$ cat config.mk
export PLATFORM = sky130hd
export DESIGN_NAME = fifo_mem_ctrl
export DESIGN_NICKNAME = d
export VERILOG_FILES = /design/src/rtl/fifo_mem_ctrl.sv
export SDC_FILE = /design/constraint.sdc
export NUM_CORES = 1
export LEC_CHECK = 0
export ABC_AREA = 1
export BUFFER_PORTS_ARGS = -buffer_cell sky130_fd_sc_hd__buf_4
export CAP_MARGIN = 40
export CELL_PAD_IN_SITES_DETAIL_PLACEMENT = 2
export CELL_PAD_IN_SITES_GLOBAL_PLACEMENT = 2
export CORE_MARGIN = 4
export CORE_UTILIZATION = 33
export DETAILED_ROUTE_END_ITERATION = 7
export GPL_TIMING_DRIVEN = 0
export PLACE_DENSITY_LB_ADDON = 0.1
export SLEW_MARGIN = 10
export SYNTH_ARGS = -nofsm -noshare
export SYNTH_HDL_FRONTEND = slang
export SYNTH_SLANG_ARGS = --single-unit
$ cat constraint.sdc
create_clock -name clk -period 4.25 [get_ports clk]
set_clock_uncertainty 0.15 [all_clocks]
set_input_delay 0.425 -clock clk [delete_from_list [all_inputs] [get_ports clk]]
set_output_delay 0.425 -clock clk [all_outputs]
set_load 0.01 [all_outputs]
$ cat src/rtl/fifo_mem_ctrl.sv
// rtl/fifo_mem_ctrl.sv - pointer, occupancy and flow-control controller for the FIFO storage memory
module fifo_mem_ctrl #(
    parameter int DEPTH     = 6,
    parameter int PTR_SIZE  = 6,
    parameter int AF_THRESH = 4,
    parameter int AE_THRESH = 1
) (
    input  logic                clk,
    input  logic                reset,
    input  logic                init,
    input  logic [PTR_SIZE-1:0] af_thr_in,
    input  logic [PTR_SIZE-1:0] ae_thr_in,
    input  logic                push,
    input  logic                pop,
    output logic                mem_write,
    output logic                mem_read,
    output logic [PTR_SIZE-1:0] wr_ptr,
    output logic [PTR_SIZE-1:0] rd_ptr,
    output logic [PTR_SIZE-1:0] fifo_count,
    output logic                full,
    output logic                empty,
    output logic                almost_full,
    output logic                almost_empty,
    output logic                error,
    output logic [2:0]          state
);

    typedef enum logic [2:0] {
        S_RESET  = 3'd0,
        S_INIT   = 3'd1,
        S_IDLE   = 3'd2,
        S_ACTIVE = 3'd3,
        S_ERROR  = 3'd4
    } state_t;

    localparam logic [PTR_SIZE-1:0] DEPTH_V = PTR_SIZE'(DEPTH);
    localparam logic [PTR_SIZE-1:0] LAST_V  = PTR_SIZE'(DEPTH - 1);
    localparam logic [PTR_SIZE-1:0] AF_DEF  = PTR_SIZE'(AF_THRESH);
    localparam logic [PTR_SIZE-1:0] AE_DEF  = PTR_SIZE'(AE_THRESH);
    localparam logic [PTR_SIZE-1:0] ONE     = PTR_SIZE'(1);

    state_t              cur_state, nxt_state;
    logic [PTR_SIZE-1:0] count_q, next_count, af_thr, ae_thr;
    logic                active, err_cyc, push_ok, pop_ok, thr_bad;

    assign active  = (cur_state == S_IDLE) || (cur_state == S_ACTIVE);
    // A cycle that overflows or underflows blocks both halves of the request.
    assign err_cyc = active && ((push && (count_q == DEPTH_V) && !pop) || (pop && (count_q == '0)));
    assign push_ok = active && !err_cyc && push && ((count_q < DEPTH_V) || pop);
    assign pop_ok  = active && !err_cyc && pop && (count_q != '0);
    assign thr_bad = (af_thr_in > DEPTH_V) || (af_thr_in == '0) || (ae_thr_in >= af_thr_in);

    assign mem_write    = push_ok;
    assign mem_read     = pop_ok;
    assign fifo_count   = count_q;
    assign full         = (count_q == DEPTH_V);
    assign empty        = (count_q == '0);
    assign almost_full  = (count_q >= af_thr);
    assign almost_empty = (count_q <= ae_thr);
    assign state        = cur_state;

    always_comb begin
        next_count = count_q;
        if (push_ok && !pop_ok) begin
            next_count = count_q + ONE;
        end else if (pop_ok && !push_ok) begin
            next_count = count_q - ONE;
        end
    end

    always_comb begin
        nxt_state = cur_state;
        case (cur_state)
            S_RESET: nxt_state = S_INIT;
            S_INIT:  nxt_state = S_IDLE;
            S_IDLE: begin
                if (err_cyc) begin
                    nxt_state = S_ERROR;
                end else if (push_ok) begin
                    nxt_state = S_ACTIVE;
                end else if (init && !push) begin
                    nxt_state = S_INIT;
                end
            end
            S_ACTIVE: begin
                if (err_cyc) begin
                    nxt_state = S_ERROR;
                end else if ((next_count == '0) && !push_ok) begin
                    nxt_state = S_IDLE;
                end
            end
            S_ERROR: nxt_state = S_ERROR;
            default: nxt_state = S_RESET;
        endcase
    end

    always_ff @(posedge clk) begin
        if (!reset) begin
            cur_state <= S_RESET;
            wr_ptr    <= '0;
            rd_ptr    <= '0;
            count_q   <= '0;
            error     <= 1'b0;
            af_thr    <= AF_DEF;
            ae_thr    <= AE_DEF;
        end else begin
            cur_state <= nxt_state;
            count_q   <= next_count;
            error     <= error || err_cyc;
            if (push_ok) begin
                wr_ptr <= (wr_ptr == LAST_V) ? '0 : wr_ptr + ONE;
            end
            if (pop_ok) begin
                rd_ptr <= (rd_ptr == LAST_V) ? '0 : rd_ptr + ONE;
            end
            if (cur_state == S_INIT) begin
                af_thr <= thr_bad ? AF_DEF : af_thr_in;
                ae_thr <= thr_bad ? AE_DEF : ae_thr_in;
            end
        end
    end

endmodule
# --- Yosys cells after proc, flatten, opt, wreduce, memory -nomap -nowiden ---
# Cells that the tools add are included.
word_totals:
  register_bits: 34
  inputBits: 17
  output_inout_bits: 28
  wordCells: 67
classes:
  add_sub_neg: 4
  n_lt_le_gt_ge: 5
  n_eq_ne: 9
  mux: 12
  reduce_logical: 30
op_table:
  columns: ["operator", "count"]
  rows:
  - ["$mux W6", 6]
  - ["$add A6 B1 Y6 const B", 3]
  - ["$eq A6 B3 Y1 const B", 3]
  - ["$logic_not A6 Y1", 3]
  - ["$mux W3", 5]
  - ["$pmux W3 S5", 1]
  - ["$logic_and A1 B1 Y1", 13]
  - ["$ge A6 B6 Y1", 2]
  - ["$eq A3 B2 Y1 const B", 2]
  - ["$gt A6 B3 Y1 const B", 1]
  - ["$le A6 B6 Y1", 1]
  - ["$logic_or A1 B1 Y1", 6]
  - ["$lt A6 B3 Y1 const B", 1]
  - ["$reduce_bool A6 Y1", 1]
  - ["$sub A6 B1 Y6 const B", 1]
  - ["$logic_not A1 Y1", 5]
  - ["$ne A4 B3 Y1 const B", 1]
  - ["$eq A3 B1 Y1 const B", 1]
  - ["$eq A3 B3 Y1 const B", 1]
  - ["$logic_not A3 Y1", 1]
  - ["$ne A3 B2 Y1 const B", 1]
  - ["$reduce_and A2 Y1", 1]

# --- Logic depth before layout (Yosys ltp) ---
# Gate-level depths: netlist of run 1.
logic_depth:
  word_depth: 18
  depth_mapped: 18

# --- Worst setup path after synthesis of run 1 ---
# OpenSTA, ideal clock, no wires.
synth_path:
  path_type: "register -> output"
  startpoint: "reg count_q[0] (netlist: fifo_count[0])"
  endpoint: "out almost_full"
  arrival_ps: 1640
  path_slack_ps: 2035
  stages_incl_launch_ff: 10
  cell_sequence: "dfxtp_1 -> inv_1 -> ha_1 -> inv_1 -> a21boi_0 -> o21a_1 -> o21a_1 -> o21a_1 -> o21ai_0 -> nand2_1"
synth_between:
  elab_chain_len: 1
synth_rtl:
  columns: ["item", "line_no", "source"]
  rows:
  - ["start: declaration", "43", "logic [PTR_SIZE-1:0] count_q, next_count, af_thr, ae_thr;"]
  - ["start signal: assignment", "108", "count_q <= next_count;"]
  - ["$ge A6 B6 Y1", "58", "assign almost_full = (count_q >= af_thr);"]
  - ["end: declaration", "22", "output logic almost_full,"]
# No other way between the ends.

# --- Worst setup path after layout of run 1 ---
# Same ends and word-level chain as after synthesis.

==> impl_metrics.json, run 1 <==
{
  "status": "complete, no violations",
  "min_path_cells": 3,
  "holdCritStartpoint": "af_thr_in[2]",
  "wl_met2_microns": 3560,
  "maxUsedRoutingLayer": "met4",
  "grt_usage": 0.169,
  "cap_viol_max_count": 0,
  "avgSynthCellArea_sq_um": 7.48,
  "cts_hold_buf": 0,
  "crit_family": "compound AO/OA/AOI/OAI gates",
  "cts_tree": "done",
  "dpl_worst_slack_ns": 1.74,
  "leakage_nw": 1.40,
  "yosys.area.top_type": "dfxtp_1",
  "whs_endpoint": "af_thr[2]",
  "syn_area_sq_um": 2280,
  "vdd_drop_max_v": 0.000105,
  "drtIter0Drc": 57,
  "min_period_ns": 2.78,
  "worstReg2RegEnd": "state[1]",
  "clock-root-buffer": "clkbuf_8",
  "wl_per_cell_microns": 15.3,
  "num_io_pins": 45,
  "wl_met3_microns": 242,
  "final_area_sq_um": 2850,
  "dieArea_sq_um": 8310,
  "crit_fanout": 8,
  "fmax_ghz": 0.360,
  "finalSetupTns_ns": 0,
  "finalMaxSlewViolations": 0,
  "dp_hpwl_microns": 5330,
  "post_drt_via_cell_ratio": 5.05,
  "min_path_type": "in -> reg",
  "synthTopCellsByArea": "dfxtp_1 (30%), ha_1 (14%), inv_1 (10%), nand2_1 (6.6%), nand3_1 (5.9%)",
  "area_growth_pct": 24.9,
  "ys_ff_latch": 34,
  "die_y_microns": 91.2,
  "path_cells": "inv_1 > ha_1 > inv_1 > a21boi_0 > o21a_1 > o21a_1 > o21a_1 > o21ai_0 > nand2_1 > buf_4",
  "start_util": 0.338,
  "overflow": 0,
  "synth_top_area_frac": 0.298,
  "grt_max_degree": 13,
  "start_kind": "register",
  "cellPowerDensity_nw_per_um2": 323,
  "dr.pass1.iters": 4,
  "synth_edf_count": 0,
  "drc": 0,
  "h-tree-depth": 2,
  "slew_headroom": 0.637,
  "vias": 2206,
  "antenna_found_initial": 0,
  "wl_met1_microns": 2820,
  "rr_worst_depth": 14,
  "synthArstFlopShare": 0,
  "drive_gt1_frac": 0.202,
  "required_ns": 3.67,
  "grt_pass1_wl_microns": 11400,
  "cpPeakStageDelay_ns": 0.39,
  "first_global_vias": 2415,
  "die_w_microns": 91.2,
  "syn-instance-count": 305,
  "clkLatencyLatePin_ns": 0.30,
  "synth.distinct_cells": 40,
  "crit_path_end_kind": "output port",
  "row_count": 30,
  "post_cts_buffers": 0,
  "antennaDiodeCount": 0,
  "crit_top_cell": "o21a_1",
  "grt_setup_unrepaired": "no",
  "cts_resized": 0,
  "critical_path_class": "reg -> out",
  "nets": 399,
  "finalWorstSetupSlack_ns": 1.47,
  "ff2ff_setup_slack_ns": 1.79,
  "finalHoldViolCount": 0,
  "crit_arrival_ns": 2.20,
  "syn_nets": 348,
  "worst-path-buf-inv": 3,
  "numCtsBuffers": 5,
  "critPathSlowestCell": "dfxtp_1",
  "tightest_slew_ns": 0.538,
  "place_area_sq_um": 2710,
  "place_congestion": 0.705,
  "setup_viol_count_final": 0,
  "synth-main-ff-cell": "dfxtp_1",
  "port-buffer-count": 44,
  "fin_crit_sh": 0.654,
  "core_area_sq_um": 6760,
  "r2r-start": "fifo_count[1]",
  "seq_area_frac_synth": 0.298,
  "clk_pin_slew_worst_paths_ns": 0.08,
  "drtAntennaViolNets": 0,
  "yosys_warnings": 0,
  "clock_path_buffers": 2,
  "cts.sinks": 34,
  "drt-total-wl_microns": 6700
}
==> where the power goes <==
part	switching (mW)	leakage (nW)	internal, mW
sequential	0.0141	0.275	0.332
clock	0.132	0.0683	0.235
combinational	0.121	1.06	0.0867
==> worst min-delay path: cells and delay by family <==
| family | cells | cell delay [ns] |
|---|---|---|
| compound gates | 2 | 0.14 |
| buf+inv | 1 | 0.09 |
==> worst max-delay path by stage <==
stage | start | endpoint | slack (ns) | cells after the start
CTS | fifo_count[0] | almost_full | 1.43 | 10
global placement | fifo_count[0] | almost_full | 1.81 | 10
global route | fifo_count[0] | almost_full | 1.27 | 10
detailed placement | fifo_count[0] | almost_full | 1.74 | 10
floorplan | fifo_count[0] | almost_full | 2.03 | 9
finish | fifo_count[0] | almost_full | 1.47 | 10
==> logic make-up (layout without fill, tap and decap cells) <==
family | count (synthesis) | count (layout) | share of synthesized area
DFF | 34 | 34 | 0.298
AOI/OAI and AO/OA | 54 | 54 | 0.161
and+or+nand+nor | 113 | 113 | 0.249
xor gates and xnor gates | 6 | 6 | 0.0230
buffers and inverters | 72 | 124 | 0.127
adders and majority gates | 26 | 26 | 0.143
==> cells in the mapped netlist, types with 3 or more instances <==
library cell / count
nand3_1: 27
inv_1: 63
nor3_1: 6
nand4_1: 4
nand2_1: 40
inv_2: 3
o21bai_1: 3
ha_1: 26
dfxtp_1: 34
nor2_1: 18
a21oi_1: 17
o21a_1: 8
o21ai_1: 3
xor2_1: 5
clkbuf_1: 3
o21ai_0: 9
nor3b_1: 4
nand2_4: 3
o211ai_1: 3
==> registers in the layout, summed over array words and instances (netlist names) <==
name        flops
rd_ptr          6
af_thr          6
state           3
error           1
wr_ptr          6
fifo_count      6
ae_thr          6
==> layer usage <==
metal  vias to the layer above  track usage
met1                      1068        0.190
met4                         0       0.0528
met3                         5       0.0298
li1                       1097            -
met5                         -            0
met2                        36        0.319
==> through the flow <==
stage                      util  instances  total power [mW]  hold WS [ns]
after detailed placement  0.401        429             0.562         0.309
after floorplan               -        305             0.481         0.286
final                     0.422        437             0.920         0.246
after CTS                 0.422        437             0.932         0.246
after global routing      0.422        437             0.974         0.271
after global placement    0.401        429             0.555         0.296
==> layout make-up <==
cell class | count | area, sq um
flip-flops and latches | 34 | 681
well taps | 80 | 100
multi-input cells | 199 | 1310
plain buffers | 6 | 41.3
clock buffers | 5 | 68.8
repair buffers | 44 | 330
clock inverters | 3 | 68.8
fillers | 834 | 3910
inverters | 66 | 248
==> layout by cell type, fill, tap and decap left out, types with 2 or more instances in the layout <==
| master | synthesis | layout |
|---|---|---|
| clkbuf_1 | 3 | 3 |
| o21ai_0 | 9 | 9 |
| o21ai_1 | 3 | 3 |
| o21a_1 | 8 | 8 |
| a211oi_1 | 2 | 2 |
| or2_2 | 2 | 2 |
| dfxtp_1 | 34 | 34 |
| buf_6 | 2 | 2 |
| inv_2 | 3 | 3 |
| nor3_1 | 6 | 6 |
| nor2_1 | 18 | 18 |
| o211ai_1 | 3 | 3 |
| buf_4 | 1 | 45 |
| o21bai_1 | 3 | 3 |
| a21oi_1 | 17 | 17 |
| nand2_2 | 2 | 2 |
| nand3_2 | 2 | 2 |
| nor3b_1 | 4 | 4 |
| nand4_1 | 4 | 4 |
| nand3_1 | 27 | 27 |
| bufinv_16 | 0 | 2 |
| clkbuf_8 | 0 | 5 |
| nand2_4 | 3 | 3 |
| inv_1 | 63 | 63 |
| xor2_1 | 5 | 5 |
| nand2_1 | 40 | 40 |
| ha_1 | 26 | 26 |
No activity file was read; power rests on OpenSTA's default activity.
==> inputs of run 2 (changes only) <==
--- a/config.mk
+++ b/config.mk
@@ -5,13 +5,13 @@
 export SDC_FILE = /design/constraint.sdc
 export NUM_CORES = 1
 export LEC_CHECK = 0
-export ABC_AREA = 1
+export ABC_AREA = 0
 export BUFFER_PORTS_ARGS = -buffer_cell sky130_fd_sc_hd__buf_4
 export CAP_MARGIN = 40
 export CELL_PAD_IN_SITES_DETAIL_PLACEMENT = 2
 export CELL_PAD_IN_SITES_GLOBAL_PLACEMENT = 2
 export CORE_MARGIN = 4
-export CORE_UTILIZATION = 33
+export CORE_UTILIZATION = 32
 export DETAILED_ROUTE_END_ITERATION = 7
 export GPL_TIMING_DRIVEN = 0
 export PLACE_DENSITY_LB_ADDON = 0.1
==> constraint.sdc (replaced) <==
create_clock -name clk -period 2.9 [get_ports clk]
set_clock_uncertainty 0.15 [all_clocks]
set_input_delay 0.29 -clock clk [delete_from_list [all_inputs] [get_ports clk]]
set_output_delay 0.29 -clock clk [all_outputs]
set_load 0.01 [all_outputs]
==> impl_metrics.json, run 2 <==
{
  "status": "complete, no violations",
  "syn_area_sq_um": 2110,
  "drtAntennaViolNets": 0,
  "clk_pin_slew_worst_paths_ns": 0.07,
  "clock-root-buffer": "clkbuf_8",
  "required_ns": 2.46,
  "synth_top_area_frac": 0.323,
  "port-buffer-count": 44,
  "leakage_nw": 1.17,
  "start_kind": "register",
  "setup_viol_count_final": 0,
  "area_growth_pct": 27.0,
  "ys_ff_latch": 34,
  "drtIter0Drc": 25,
  "wl_per_cell_microns": 15.5,
  "layout_commonest_cell": "buf_4",
  "worstReg2RegEnd": "state[0]",
  "min_path_cells": 2,
  "post_drt_via_cell_ratio": 5.20,
  "die_w_microns": 89.1,
  "syn-instance-count": 242,
  "clkLatencyLatePin_ns": 0.29,
  "nets": 336,
  "drive_gt1_frac": 0.207,
  "min_path_type": "in -> reg",
  "synthTopCellsByArea": "dfxtp_1 (32%), ha_1 (15%), nor2_1 (5.3%), inv_1 (4.1%), xor2_1 (3.7%)",
  "tightest_slew_ns": 0.511,
  "grt_pass1_wl_microns": 9430,
  "crit_arrival_ns": 2.27,
  "dp_hpwl_microns": 4630,
  "synthArstFlopShare": 0,
  "die_y_microns": 89.1,
  "dr.pass1.iters": 4,
  "grt_usage": 0.154,
  "whs_endpoint": "ae_thr[3]",
  "h-tree-depth": 2,
  "cap_viol_max_count": 0,
  "row_count": 29,
  "drt-total-wl_microns": 5760,
  "fin_crit_sh": 0.935,
  "yosys_warnings": 0,
  "cts_tree": "done",
  "vias": 1928,
  "finalHoldViolCount": 0,
  "numCtsBuffers": 5,
  "yosys.area.top_type": "dfxtp_1",
  "min_period_ns": 2.71,
  "layout_common_cells": "buf_4 (44), dfxtp_1 (33), nor2_1 (29)",
  "slew_headroom": 0.656,
  "synth.most_common_cell": "dfxtp_1",
  "clock_path_buffers": 2,
  "seq_area_frac_synth": 0.323,
  "avgSynthCellArea_sq_um": 8.70,
  "synth-main-ff-cell": "dfxtp_1",
  "place_congestion": 0.703,
  "antennaDiodeCount": 0,
  "syn_nets": 285,
  "holdCritStartpoint": "ae_thr_in[3]",
  "finalSetupTns_ns": 0,
  "synth.distinct_cells": 44,
  "cts_hold_buf": 0,
  "ff2ff_setup_slack_ns": 0.27,
  "synth_edf_count": 0,
  "grt_max_degree": 13,
  "drc": 0,
  "grt_setup_unrepaired": "no",
  "cellPowerDensity_nw_per_um2": 479,
  "first_global_vias": 1995,
  "rr_worst_depth": 6,
  "vdd_drop_max_v": 0.000240,
  "finalMaxSlewViolations": 0,
  "dieArea_sq_um": 7940,
  "ys_top_cells_by_count": "dfxtp_1 (34), nor2_1 (30), ha_1 (26)",
  "num_io_pins": 45,
  "core_area_sq_um": 6390,
  "antenna_found_initial": 0,
  "r2r-start": "fifo_count[1]",
  "fmax_ghz": 0.369,
  "p_total_mw": 1.28,
  "crit_path_end_kind": "output port",
  "critical_path_class": "reg -> out",
  "cts.sinks": 34,
  "crit_fanout": 11,
  "start_util": 0.330,
  "overflow": 0
}
run 2: cell count changes after synthesis, moves of 6 or more:
cell / change
nand3_1: -22
inv_1: -40
a21o_1: +6
a21oi_1: -11
nand2_1: -30
nor2_1: +12
and2_1: +10
a32o_1: +7
run 2: final cells by class:
| cell class | instances | area, sq um |
|---|---|---|
| timing repair buffer | 44 | 330 |
| tap | 77 | 96.3 |
| inverter | 23 | 86.3 |
| sequential | 34 | 682 |
| buffer | 4 | 23.8 |
| clock inverter | 3 | 68.8 |
| fill | 755 | 3710 |
| clock buffer | 5 | 68.8 |
| multi-input combinational | 181 | 1320 |
run 2: cell families after synthesis:
| family | count (synthesis) | share of synthesized area |
|---|---|---|
| compound gates | 50 | 0.176 |
| xor+xnor | 15 | 0.0624 |
| fa+ha+maj | 26 | 0.154 |
| buf+inv | 27 | 0.0517 |
| flops | 34 | 0.323 |
| simple gates | 90 | 0.232 |
run 2: layer usage:
metal  GRT usage  part of all wire  wire length [microns]  vias up
met3      0.0332             0.031                    178        7
met4      0.0487            0.0097                     56        0
met1       0.190              0.45                   2620      935
met5           0                 0                      0        -
li1            -                 -                      -      959
met2       0.267              0.51                   2910       27
run 2: report_power, final:
group,total (mW),switching (mW),internal (mW)
Clock,0.531,0.187,0.345
Sequential,0.514,0.0276,0.486
Combinational,0.238,0.127,0.111
Total,1.28,0.341,0.941
run 2: how the worst max path moves through the flow:
stage / startpoint / to / cells past startpoint / slack [ns]
after floorplan: fifo_count[1] / state[0] / 7 / 0.57
after global placement: fifo_count[1] / state[0] / 6 / 0.28
after detailed placement: fifo_count[1] / state[0] / 6 / 0.25
after CTS: fifo_count[0] / almost_full / 9 / 0.11
after global routing: fifo_count[1] / almost_empty / 8 / 0.05
final: fifo_count[1] / almost_empty / 8 / 0.19
run 2: worst max-delay path, cell delays in order (launching register included):
cell,delay [ns]
dfxtp_1,0.59
ha_1,0.32
nor2b_1,0.13
o21a_1,0.16
o21a_1,0.17
o21a_1,0.17
o21a_1,0.16
o22ai_1,0.15
buf_4,0.14
run 2: stage by stage:
step                setup slack, ns  utilization  std cells  instance area (sq um)  hold slack [ns]
finish                        0.187        0.419        371                   2680            0.102
detailed placement            0.248        0.397        363                   2530            0.290
CTS                           0.113        0.418        371                   2670           0.0910
global route                 0.0469        0.419        371                   2680           0.0848
floorplan                     0.574            -        242                   2110            0.270
global placement              0.278        0.397        363                   2530            0.279
run 2: repair_timing:
action | CTS | global route
gates resized for setup | 0 | 3
endpoints found under the setup margin | 0 | 3
buffers inserted | 0 | 0
